<file path="src/rtl/cordic_vector_engine.sv">
// Iterative CORDIC vectoring engine: (x,y) -> K*|(x,y)| and atan2(y,x) in Q2.13 rad.
// One micro-rotation per clock through three small ALUs; done pulses N_ITER edges after start.

module cordic_alu #(
  parameter int WORD_WIDTH = 16
) (
  input  logic        [1:0]            op,
  input  logic signed [WORD_WIDTH-1:0] a,
  input  logic signed [WORD_WIDTH-1:0] b,
  output logic signed [WORD_WIDTH-1:0] result
);

  localparam logic [1:0] OP_ADD = 2'd0;
  localparam logic [1:0] OP_SUB = 2'd1;

  always_comb begin
    case (op)
      OP_ADD:  result = a + b;
      OP_SUB:  result = a - b;
      default: result = a;
    endcase
  end

endmodule

module cordic_vector_engine #(
  parameter int WORD_WIDTH = 16,
  parameter int N_ITER     = 12,
  parameter int ITER_W     = 4
) (
  input  logic                         clk,
  input  logic                         rst,
  input  logic                         start,
  input  logic signed [WORD_WIDTH-1:0] x_in,
  input  logic signed [WORD_WIDTH-1:0] y_in,
  output logic                         busy,
  output logic                         done,
  output logic signed [WORD_WIDTH-1:0] x_out,
  output logic signed [WORD_WIDTH-1:0] z_out
);

  localparam logic [1:0] OP_ADD = 2'd0;
  localparam logic [1:0] OP_SUB = 2'd1;
  localparam logic [1:0] OP_NOP = 2'd2;

  localparam logic [ITER_W-1:0]            LAST_ITER = ITER_W'(N_ITER - 1);
  localparam logic signed [WORD_WIDTH-1:0] PI_Q     = WORD_WIDTH'(25736);

  typedef enum logic {
    IDLE = 1'b0,
    ITER = 1'b1
  } state_t;

  state_t state;

  logic        [ITER_W-1:0]     iter;
  logic signed [WORD_WIDTH-1:0] x_r;
  logic signed [WORD_WIDTH-1:0] y_r;
  logic signed [WORD_WIDTH-1:0] z_r;

  logic                         dir;
  logic signed [WORD_WIDTH-1:0] x_shift;
  logic signed [WORD_WIDTH-1:0] y_shift;
  logic signed [WORD_WIDTH-1:0] atan_val;

  logic        [1:0]            x_op;
  logic        [1:0]            y_op;
  logic        [1:0]            z_op;
  logic signed [WORD_WIDTH-1:0] x_next;
  logic signed [WORD_WIDTH-1:0] y_next;
  logic signed [WORD_WIDTH-1:0] z_next;

  // Y==0 is treated as positive, so a zero vector rotates clockwise every step.
  assign dir     = ~y_r[WORD_WIDTH-1];
  assign x_shift = x_r >>> iter;
  assign y_shift = y_r >>> iter;

  always_comb begin
    case (iter)
      4'd0:    atan_val = WORD_WIDTH'(6434);
      4'd1:    atan_val = WORD_WIDTH'(3798);
      4'd2:    atan_val = WORD_WIDTH'(2007);
      4'd3:    atan_val = WORD_WIDTH'(1019);
      4'd4:    atan_val = WORD_WIDTH'(511);
      4'd5:    atan_val = WORD_WIDTH'(256);
      4'd6:    atan_val = WORD_WIDTH'(128);
      4'd7:    atan_val = WORD_WIDTH'(64);
      4'd8:    atan_val = WORD_WIDTH'(32);
      4'd9:    atan_val = WORD_WIDTH'(16);
      4'd10:   atan_val = WORD_WIDTH'(8);
      4'd11:   atan_val = WORD_WIDTH'(4);
      4'd12:   atan_val = WORD_WIDTH'(2);
      4'd13:   atan_val = WORD_WIDTH'(1);
      default: atan_val = '0;
    endcase
  end

  always_comb begin
    x_op = OP_NOP;
    y_op = OP_NOP;
    z_op = OP_NOP;
    if (state == ITER) begin
      x_op = dir ? OP_ADD : OP_SUB;
      y_op = dir ? OP_SUB : OP_ADD;
      z_op = dir ? OP_ADD : OP_SUB;
    end
  end

  cordic_alu #(.WORD_WIDTH(WORD_WIDTH)) u_alu_x (
    .op     (x_op),
    .a      (x_r),
    .b      (y_shift),
    .result (x_next)
  );

  cordic_alu #(.WORD_WIDTH(WORD_WIDTH)) u_alu_y (
    .op     (y_op),
    .a      (y_r),
    .b      (x_shift),
    .result (y_next)
  );

  cordic_alu #(.WORD_WIDTH(WORD_WIDTH)) u_alu_z (
    .op     (z_op),
    .a      (z_r),
    .b      (atan_val),
    .result (z_next)
  );

  always_ff @(posedge clk or posedge rst) begin
    if (rst) begin
      state <= IDLE;
      iter  <= '0;
      x_r   <= '0;
      y_r   <= '0;
      z_r   <= '0;
      busy  <= 1'b0;
      done  <= 1'b0;
      x_out <= '0;
      z_out <= '0;
    end else begin
      done <= 1'b0;
      case (state)
        IDLE: begin
          if (start) begin
            // Left half-plane inputs are rotated by pi so the iterations only cover +/-pi/2.
            if (x_in[WORD_WIDTH-1]) begin
              x_r <= -x_in;
              y_r <= -y_in;
              z_r <= y_in[WORD_WIDTH-1] ? -PI_Q : PI_Q;
            end else begin
              x_r <= x_in;
              y_r <= y_in;
              z_r <= '0;
            end
            iter  <= '0;
            busy  <= 1'b1;
            state <= ITER;
          end
        end
        ITER: begin
          x_r  <= x_next;
          y_r  <= y_next;
          z_r  <= z_next;
          iter <= iter + 1'b1;
          if (iter == LAST_ITER) begin
            state <= IDLE;
            busy  <= 1'b0;
            done  <= 1'b1;
            x_out <= x_next;
            z_out <= z_next;
          end
        end
        default: state <= IDLE;
      endcase
    end
  end

endmodule
</file>
<file path="config.mk">
export PLATFORM = sky130hd
export DESIGN_NAME = cordic_vector_engine
export DESIGN_NICKNAME = d
export VERILOG_FILES = /design/src/rtl/cordic_vector_engine.sv
export SDC_FILE = /design/constraint.sdc
export NUM_CORES = 1
export LEC_CHECK = 0
export CORE_ASPECT_RATIO = 0.8
export CORE_MARGIN = 5
export CORE_UTILIZATION = 51
export CTS_BUF_LIST = sky130_fd_sc_hd__clkbuf_4 sky130_fd_sc_hd__clkbuf_8 sky130_fd_sc_hd__clkbuf_16
export DETAILED_ROUTE_END_ITERATION = 8
export DONT_BUFFER_PORTS = 1
export GPL_TIMING_DRIVEN = 0
export HOLD_SLACK_MARGIN = 0.03
export PLACE_DENSITY_LB_ADDON = 0.25
export RECOVER_POWER = 50
export SLEW_MARGIN = 30
export SYNTH_ARGS = -nofsm -noshare
export SYNTH_HDL_FRONTEND = slang
export SYNTH_HIERARCHICAL = 1
export SYNTH_SLANG_ARGS = --single-unit
</file>
<file path="constraint.sdc">
create_clock -name clk -period 12.57 [get_ports clk]
set_clock_uncertainty 0.2 [all_clocks]
set_input_delay 2.514 -clock clk [delete_from_list [all_inputs] [get_ports clk]]
set_output_delay 2.514 -clock clk [all_outputs]
set_load 0.02 [all_outputs]
</file>
==> impl_metrics.toml <==
[floorplan]
num_rows = 44
core_area_um2 = 18280
start_util_pct = 52.29
die_w_um = 163.0
die_area_um2 = 21590
ioPinCount = 69
die_y_um = 132.4

[critical_path]
reg2reg_to = "x_r[15]"
cp.depth = 2
cp-start-kind = "primary input"
worstPathCellList = "clkinvlp_2 -> clkbuf_1"
cp_slowest_cell = "clkbuf_1"
crit_arrival_ns = 5.56
r2r_cells = 22
cp_max_fo = 50
cp_slowest_stage_delay_ns = 2.03
worstSetupPathType = "primary input to async pin"
ff2ff_setup_slack_ns = 6.71
critPathTopFamily = "buffers and inverters"
r2r-start = "iter[2]"
setup.worst_path.end_class = "async pin"
cp.required_ns = 12.24
crit_buf_inv = 2

[routing]
dr.first_iter.drc_count = 980
antenna_left = 0
vias_per_cell = 6.211
num_vias = 9292
drt-total-wl_mm = 29.97
drt-pass1-iter-count = 5
route.detailed.drc = 0
wl_per_cell_um = 20.04

[final_layout]
area_growth_pct = 7.005
final_util_pct = 55.95
antenna_cells = 0
fin_nets = 1332
drive_above_1_share_pct = 8.608
final_cells = 1496

[global_route]
grt_max_degree = 51
grt_pass1_wl_mm = 47.72
overflow = 0
grt_usage_pct = 27.49
grt_pass1_vias = 8526
antenna_found_initial = 0

[synth]
ys_ff_latch = 87
yosys_warnings = 6
postSynth.asyncResetShare_pct = 100.0
ys_types = 80
synth_area_um2 = 9557
synth_edf_count = 0
ys_seq_area_share_pct = 22.78
synth_ff_type = "dfrtp_1"
syn_avg_cell_area_um2 = 7.833
postSynthCellCount = 1220

[clocking]
cts.root.buffer_cell = "clkbuf_16"
clkTransAtPathRegs_ns = 0.07
insertion_delay_ns = 0.35
cts_tree = "done"
post-cts-setup-buffers = 0
clockBufferDepth = 2
htree_levels = 3
ctsHoldBuffers = 0
clock-sinks = 87
cts.repair.resized = 0
cts_inserted_buffers = 9

[placed_design]
dp.cells = 1480
gp_congestion = 0.9572
dpl.hpwl_mm = 23.51
io_buffers = 0

[sta]
rsz0062_at_grt = "no"
fin_crit_sh_pct = 46.85
slew_headroom_pct = -84.95
finalSetupTns_ns = 0
holdWs_ns = 0.3581
fmax_mhz = 169.8
fin_crit_ns = 5.890
setup_viol = 0
tightestPinTransition_ns = 2.774
drv_slew = 90
finalHoldViolations = 0

[hold_path]
min_to = "z_r[0]"
hold_path.class = "register to register"
hold_start = "z_r[0]"
hold_path_depth = 2

[flow_run]
drv_cap = 2

[run_status]
violations = "max-capacitance violations, max-slew violations"
status = "finished, violations left"
per-layer routing:
layer	share of wire, %	global-route usage [%]	vias to the layer above	wire length (µm)
met5	0	0	-	0
met4	1.1	5.403	0	330
li1	-	-	4398	-
met1	48	43.70	4426	14380
met3	11	6.779	27	3240
met2	40	37.47	441	12030
cell families after synthesis:
family,after synthesis,share of synthesized area [%]
XOR/XNOR,90,8.327
AND/OR/NAND/NOR,449,22.17
AO/OA/AOI/OAI,350,23.27
buffers and inverters,110,5.067
multiplexers,74,10.40
adder cells (fa/ha/maj),59,7.960
other,1,0.03924
flip-flops,87,22.78
stage by stage:
stage / area (µm²) / worst slack [ns]
floorplan: 9579 / 7.606
global placement: 9896 / 6.607
detailed placement: 9930 / 7.169
CTS: 10270 / 7.137
global route: 10230 / 5.953
finish: 10230 / 6.680
placed cells by master, fill, tap and decap left out, types with 20 or more instances in the layout:
cell      synthesis  final
nor3_1           31     31
ha_1             56     56
nor2_1           79     79
dfrtp_1          87     87
nand2_1         233    233
o31ai_1          20     20
xnor2_1          38     38
a21oi_1          95     95
xor2_1           51     51
clkbuf_1         39     44
mux2i_1          34     34
inv_1            41     40
o21ai_0         116    116
state kept, by name, indices dropped and copies added, names as in the netlist:
register / count
iter: 4
x_r: 16
busy: 1
done: 1
state: 1
y_r: 16
z_out: 16
x_out: 16
z_r: 16
layout make-up:
cell class | instances | area, µm²
sequential | 87 | 2177
buffer | 65 | 304.0
fill | 1747 | 8051
clock buffer | 9 | 225.2
inverter | 45 | 170.2
tap | 253 | 316.6
clock inverter | 7 | 111.4
multi-input combinational | 1029 | 6918
timing repair buffer | 1 | 3.754
how the worst max path moves through the flow:
stage                 start  endpoint  slack (ns)
global placement        rst   iter[3]        6.61
finish                  rst    y_r[7]        6.68
global route            rst   y_r[10]        5.95
CTS                 iter[1]   x_r[15]        7.14
floorplan               rst      busy        7.61
detailed placement  iter[1]   x_r[15]        7.17
synth_stat cells (6+ instances only):
master	n	share of area, %
a21o_1	14	1.1
and3_1	19	1.2
xnor2_1	38	3.5
ha_1	56	7.3
nor2_1	79	3.1
mux2i_1	34	3.6
nand2_1	233	9.2
xor2_1	51	4.7
or3_1	8	0.52
o21ai_0	116	6.1
nor2b_1	9	0.59
clkbuf_1	39	1.5
o31ai_1	20	1.6
nor3_1	31	1.6
a21oi_1	95	5.0
inv_1	41	1.6
o21a_1	15	1.2
mux4_2	18	4.2
dfrtp_1	87	23
nand3_1	17	0.89
a211o_1	6	0.55
buf_2	13	0.68
a211oi_1	16	1.3
o21ai_1	9	0.47
mux2_2	19	2.2
a31oi_1	12	0.79
and2_1	8	0.52
Power is left out: the tool's default activity adds up to more than one toggle a clock period on the data nets, which glitch-free logic cannot reach.
